**config.mk**
```make
export PLATFORM = sky130hd
export DESIGN_NAME = hack_uart_loader
export DESIGN_NICKNAME = d
export VERILOG_FILES = /design/src/rtl/hack_uart_loader.sv
export SDC_FILE = /design/constraint.sdc
export NUM_CORES = 1
export LEC_CHECK = 0
export ABC_AREA = 1
export BUFFER_PORTS_ARGS = -buffer_cell sky130_fd_sc_hd__clkbuf_2
export CORE_ASPECT_RATIO = 0.75
export CORE_MARGIN = 5
export CORE_UTILIZATION = 55
export CTS_CLUSTER_SIZE = 25
export DETAILED_ROUTE_END_ITERATION = 6
export PLACE_DENSITY = 0.76
export SLEW_MARGIN = 20
export SYNTH_ARGS = -nofsm -noshare
export SYNTH_HDL_FRONTEND = slang
export SYNTH_SLANG_ARGS = --single-unit
```
**constraint.sdc**
```tcl
create_clock -name clk -period 3.9 [get_ports clk]
set_input_delay 0.78 -clock clk [delete_from_list [all_inputs] [get_ports clk]]
set_output_delay 0.78 -clock clk [all_outputs]
set_load 0.01 [all_outputs]
```
**src/rtl/hack_uart_loader.sv**
```systemverilog
// Serial program loader: 8N1 UART receiver feeding big-endian 16-bit
// Hack instruction words into ROM at auto-incrementing addresses.
//
// Ports:
//   clk       system clock, rising edge
//   rst       asynchronous active-high reset
//   rx        UART line, idle high, asynchronous to clk
//   wr_en     one-cycle ROM write strobe
//   wr_addr   word address of the current write (held between strobes)
//   wr_data   instruction word of the current write (held between strobes)
//   busy      high from the first header start bit until done / abort
//   done      one-cycle pulse after the last word of a load is written
//   frame_err sticky bad-stop-bit flag, cleared only by rst
//
// Protocol: 2-byte big-endian word count, then count words, each sent
// high byte first. Each header restarts writing at address 0.

module hack_uart_loader #(
   parameter int CLKS_PER_BIT = 104,
   parameter int ADDR_W       = 15
) (
   input  logic              clk,
   input  logic              rst,
   input  logic              rx,
   output logic              wr_en,
   output logic [ADDR_W-1:0] wr_addr,
   output logic [15:0]       wr_data,
   output logic              busy,
   output logic              done,
   output logic              frame_err
);

   localparam int CW = $clog2(CLKS_PER_BIT + 1);
   localparam logic [CW-1:0] HALF = CW'(CLKS_PER_BIT / 2);
   localparam logic [CW-1:0] LAST = CW'(CLKS_PER_BIT - 1);

   typedef enum logic [1:0] {
      B_IDLE,
      B_START,
      B_DATA,
      B_STOP
   } bst_t;

   typedef enum logic [1:0] {
      L_HDR_HI,
      L_HDR_LO,
      L_W_HI,
      L_W_LO
   } lst_t;

   // rx synchroniser
   logic rx_m_q;
   logic rx_s;

   // bit-level receiver
   bst_t          b_state_q, b_state_d;
   logic [CW-1:0] cnt_q, cnt_d;
   logic [2:0]    bit_q, bit_d;
   logic [7:0]    sh_q, sh_d;
   logic          start_det;
   logic          glitch;
   logic          byte_valid;
   logic          stop_bad;

   // loader
   lst_t              l_state_q, l_state_d;
   logic [7:0]        cnt_hi_q, cnt_hi_d;
   logic [7:0]        hi_q, hi_d;
   logic [15:0]       rem_q, rem_d;
   logic [ADDR_W-1:0] addr_q, addr_d;
   logic [15:0]       data_q, data_d;
   logic              wr_en_q, wr_en_d;
   logic              busy_q, busy_d;
   logic              done_q, done_d;
   logic              ferr_q, ferr_d;
   logic              last_word;
   logic              hdr_zero;

   // ------------------------------------------------------------
   // State register
   // ------------------------------------------------------------
   always_ff @(posedge clk or posedge rst) begin
      if (rst) begin
         rx_m_q    <= 1'b1;
         rx_s      <= 1'b1;
         b_state_q <= B_IDLE;
         cnt_q     <= '0;
         bit_q     <= '0;
         sh_q      <= '0;
         l_state_q <= L_HDR_HI;
         cnt_hi_q  <= '0;
         hi_q      <= '0;
         rem_q     <= '0;
         addr_q    <= '0;
         data_q    <= '0;
         wr_en_q   <= 1'b0;
         busy_q    <= 1'b0;
         done_q    <= 1'b0;
         ferr_q    <= 1'b0;
      end else begin
         rx_m_q    <= rx;
         rx_s      <= rx_m_q;
         b_state_q <= b_state_d;
         cnt_q     <= cnt_d;
         bit_q     <= bit_d;
         sh_q      <= sh_d;
         l_state_q <= l_state_d;
         cnt_hi_q  <= cnt_hi_d;
         hi_q      <= hi_d;
         rem_q     <= rem_d;
         addr_q    <= addr_d;
         data_q    <= data_d;
         wr_en_q   <= wr_en_d;
         busy_q    <= busy_d;
         done_q    <= done_d;
         ferr_q    <= ferr_d;
      end
   end

   // ------------------------------------------------------------
   // Bit FSM: next state
   // ------------------------------------------------------------
   always_comb begin
      b_state_d = b_state_q;
      unique case (b_state_q)
         B_IDLE: begin
            if (!rx_s) b_state_d = B_START;
         end
         B_START: begin
            if (cnt_q == HALF)
               b_state_d = rx_s ? B_IDLE : B_DATA;
         end
         B_DATA: begin
            if (cnt_q == LAST && bit_q == 3'd7)
               b_state_d = B_STOP;
         end
         B_STOP: begin
            if (cnt_q == LAST) b_state_d = B_IDLE;
         end
         default: b_state_d = B_IDLE;
      endcase
   end

   // ------------------------------------------------------------
   // Bit FSM: outputs / datapath
   // ------------------------------------------------------------
   always_comb begin
      cnt_d      = cnt_q + 1'b1;
      bit_d      = bit_q;
      sh_d       = sh_q;
      start_det  = 1'b0;
      glitch     = 1'b0;
      byte_valid = 1'b0;
      stop_bad   = 1'b0;
      unique case (b_state_q)
         B_IDLE: begin
            cnt_d     = '0;
            start_det = ~rx_s;
         end
         B_START: begin
            if (cnt_q == HALF) begin
               cnt_d  = '0;
               bit_d  = '0;
               glitch = rx_s;
            end
         end
         B_DATA: begin
            if (cnt_q == LAST) begin
               cnt_d = '0;
               // LSB arrives first, so shift in from the top
               sh_d  = {rx_s, sh_q[7:1]};
               bit_d = bit_q + 3'd1;
            end
         end
         B_STOP: begin
            if (cnt_q == LAST) begin
               cnt_d      = '0;
               byte_valid = rx_s;
               stop_bad   = ~rx_s;
            end
         end
         default: cnt_d = '0;
      endcase
   end

   assign last_word = (rem_q == 16'd1);
   assign hdr_zero  = ({cnt_hi_q, sh_q} == 16'd0);

   // ------------------------------------------------------------
   // Loader FSM: next state
   // ------------------------------------------------------------
   always_comb begin
      l_state_d = l_state_q;
      unique case (l_state_q)
         L_HDR_HI: begin
            if (byte_valid) l_state_d = L_HDR_LO;
         end
         L_HDR_LO: begin
            if (byte_valid)
               l_state_d = hdr_zero ? L_HDR_HI : L_W_HI;
         end
         L_W_HI: begin
            if (byte_valid) l_state_d = L_W_LO;
         end
         L_W_LO: begin
            // stay here through the strobe cycle so the
            // remaining-count check sees the write retire
            if (wr_en_q)
               l_state_d = last_word ? L_HDR_HI : L_W_HI;
         end
         default: l_state_d = L_HDR_HI;
      endcase
      if (stop_bad) l_state_d = L_HDR_HI;
   end

   // ------------------------------------------------------------
   // Loader FSM: outputs / datapath
   // ------------------------------------------------------------
   always_comb begin
      cnt_hi_d = cnt_hi_q;
      hi_d     = hi_q;
      rem_d    = rem_q;
      addr_d   = addr_q;
      data_d   = data_q;
      wr_en_d  = 1'b0;
      busy_d   = busy_q;
      done_d   = 1'b0;
      ferr_d   = ferr_q | stop_bad;

      // busy tracks the header start bit; a rejected glitch
      // before any header byte drops it again
      if (l_state_q == L_HDR_HI) begin
         if (start_det) busy_d = 1'b1;
         if (glitch)    busy_d = 1'b0;
      end

      if (byte_valid) begin
         unique case (l_state_q)
            L_HDR_HI: begin
               cnt_hi_d = sh_q;
               busy_d   = 1'b1;
            end
            L_HDR_LO: begin
               rem_d  = {cnt_hi_q, sh_q};
               addr_d = '0;
               if (hdr_zero) begin
                  done_d = 1'b1;
                  busy_d = 1'b0;
               end
            end
            L_W_HI: begin
               hi_d = sh_q;
            end
            L_W_LO: begin
               wr_en_d = 1'b1;
               data_d  = {hi_q, sh_q};
            end
            default: ;
         endcase
      end

      // retire the write one cycle after the strobe
      if (wr_en_q) begin
         addr_d = addr_q + 1'b1;
         rem_d  = rem_q - 16'd1;
         if (last_word) begin
            done_d = 1'b1;
            busy_d = 1'b0;
         end
      end

      if (stop_bad) busy_d = 1'b0;
   end

   assign wr_en     = wr_en_q;
   assign wr_addr   = addr_q;
   assign wr_data   = data_q;
   assign busy      = busy_q;
   assign done      = done_q;
   assign frame_err = ferr_q;

endmodule

```
==> flow_summary.ini <==
[cts]
cts_hold_buf = 0
postCtsSetupBuffers = 0
cts_tree = built
htreeDepth = 3
post_cts_resized = 0
clk_pin_slew_ps = 60
numCtsBuffers = 9
clockBufferDepth = 2
cts_root_buf = clkbuf_16
clock_latency_ps = 340
numClockSinks = 91

[timing]
tightest_slew_ps = 710
finalSetupViolCount = 0
slew_headroom_pct = 52.4
rsz0062_at_grt = no
period_minus_slack_ps = 2040
skew_ps = 8.80
fmax_ghz = 0.491
final_max_slew_viol_count = 0
timing.hold.ws_ps = 357
fin_setup_tns_ps = 0
fin_crit_sh_pct = 52.2
timing.final.ws_setup_ps = 1860
hold_viol = 0

[grt]
grt_antenna_before_repair = 0
grt_pass1_wl_um = 18500
overflow = 0
grt_usage_pct = 20.9
grt_pass1_vias = 3842
grt_max_degree = 38

[route]
drtPass1Iterations = 5
routedWlPerCell_um = 14.4
avgViaCountPerCell = 5.47
detail-route-antenna-nets = 0
drc = 0
vias = 4144
drt_iter0_drc = 343
wl_um = 10900

[logic_synthesis]
synth.cell_area_mm2 = 0.00477
ys_seq_area_share_pct = 47.8
ys_ff_latch = 91
synthCells = 604
syn_nets = 614
ys_warn_count = 0
synth_cell_type_count = 35
syn_area_per_cell_um2 = 7.90

[place]
dp_slack_ps = 1950
gp_congestion = 0.942
hpwl_um = 7870
port_buffers = 37
dp_cells = 742

[floorplanning]
coreArea_mm2 = 0.00845
dieArea_mm2 = 0.0107
fp-row-count = 29
io_pins = 38
die_w_um = 118
die_h_um = 90.6
initial_utilization_pct = 56.4

[min_path]
min_from = rx_m_q$_DFF_PP1_
min_path_type = reg -> reg

[cells_and_area]
nNetsFinal = 655
area_growth_pct = 11.9
layout-drive-gt1-share_pct = 16.0
fin_cells = 758
diodes = 0
fillers = 721
utilization_pct = 63.1

[worst_setup_path]
critical-path-top-delay-family = buffers and inverters
slowest_stage = clkinv_1
worstPathRequired_ps = 4110
r2r_end = rem_q[6]$_DFFE_PP0P_
cp_max_fo = 31
crit_chain = buf_4 -> clkinv_1 -> nand2_2 -> inv_2 -> nand2_1 -> nand3_1
r2r_slack_ps = 1860
cp_data_arrival_time_ps = 2250
critPathMaxStageDelay_ps = 520
worstSetupPathType = reg -> reg
startpoint = wr_en$_DFF_PP0_
cp-start-kind = flip-flop
r2r_start = wr_en$_DFF_PP0_
endpoint = rem_q[6]$_DFFE_PP0P_
crit_buf_inv = 3
crit_cells = 6
setup.worst_path.end_class = flip-flop
reg2reg_depth = 6

[run_status]
status = finished, final reports clean

[power]
ir_drop_v = 0.000277
p_per_area_mw_per_mm2 = 345
p_leak_uw = 0.00276

[job]
cap_violations = 0
-- through the flow --
step	total power, µW	cell area [µm²]
floorplan	981	4770
global placement	989	5040
detailed placement	990	5040
CTS	1860	5340
global route	1900	5340
finish	1840	5340
-- power breakdown --
part | internal [µW] | switching (µW)
clock network | 501 | 372
logic | 4.11 | 20.3
registers | 946 | 0.583
total | 1450 | 393
-- cell usage in the layout, fill, tap and decap left out, drive strengths merged, types with 2 or more instances in the layout --
cell and count:
nand3 68, a31oi 2, nand4 12, clkinv 4, o21bai 4, bufinv 2, o22ai 2, buf 3
a21oi 6, xor2 5, ha 7, clkbuf 46, nand2 190, nor2 67, inv 70, clkinvlp 2
nor3 9, dfstp 2, o21ai 55, dfrtp 89
-- registers in the layout, indices dropped and copies added, names as in the netlist, 2 cells and up, named ones only --
name       cells
l_state_q      2
wr_addr       15
hi_q           8
rem_q         16
sh_q           8
bit_q          3
wr_data       16
cnt_hi_q       8
cnt_q          7
-- per-layer routing --
layer / part of all wire (%) / global-route usage, %
met5: 0 / 0
met4: 1.2 / 4.58
met3: 6.2 / 5.51
met2: 45 / 32.2
met1: 48 / 29.9
-- area by class of cell --
cell class | instances | area [µm²] | share of cell area (%)
Sequential cell | 91 | 2280 | 42.7
Clock buffer | 9 | 225 | 4.22
Multi-Input combinational cell | 432 | 2130 | 40.0
Tap cell | 108 | 135 | 2.53
Inverter | 71 | 282 | 5.27
Timing Repair Buffer | 40 | 208 | 3.89
Clock inverter | 7 | 75.1 | 1.41
-- cells by family (layout without fill, tap and decap cells) --
logic type	after synthesis	after routing	synth area share (%)
and+or+nand+nor	347	347	31.8
buffers and inverters	81	127	7.45
DFF	91	91	47.8
adders and majority gates	7	7	1.84
xor gates and xnor gates	6	6	1.10
AOI/OAI and AO/OA	72	72	9.99
-- cells in the mapped netlist --
cell	count	share of area (%)
xor2_1	5	0.92
nand3_1	67	7.0
nand2_4	5	1.2
nor3_1	7	0.73
o21bai_1	4	0.63
o21ai_1	1	0.10
clkbuf_1	5	0.39
o22ai_1	2	0.26
o31ai_1	1	0.16
dfrtp_1	89	47
nor3_4	1	0.34
o21ai_0	30	3.1
nor2_2	1	0.13
or2_2	1	0.13
a31oi_1	2	0.26
nand2_2	1	0.13
nor2_4	3	0.71
o21ai_2	24	4.4
nor2_1	63	5.0
inv_2	5	0.39
nor3_2	1	0.21
a21oi_1	5	0.52
bufinv_8	1	0.37
nand4_1	12	1.6
a211oi_1	1	0.16
nand2_1	184	14
dfstp_2	2	1.1
ha_1	7	1.8
inv_1	64	5.0
a21oi_2	1	0.18
buf_6	5	1.2
xnor2_1	1	0.18
o211ai_1	1	0.16
clkinv_1	1	0.079
nand3_2	1	0.21
-- worst min-delay path by stage --
stage,end,cells past startpoint
5_1_grt,rx_s$_DFF_PP1_,0
3_5_place_dp,rx_s$_DFF_PP1_,0
2_1_floorplan,rx_s$_DFF_PP1_,0
4_1_cts,rx_s$_DFF_PP1_,0
3_3_place_gp,rx_s$_DFF_PP1_,0
6_report,rx_s$_DFF_PP1_,0
Note: power is estimated with default switching activity, not from simulation.
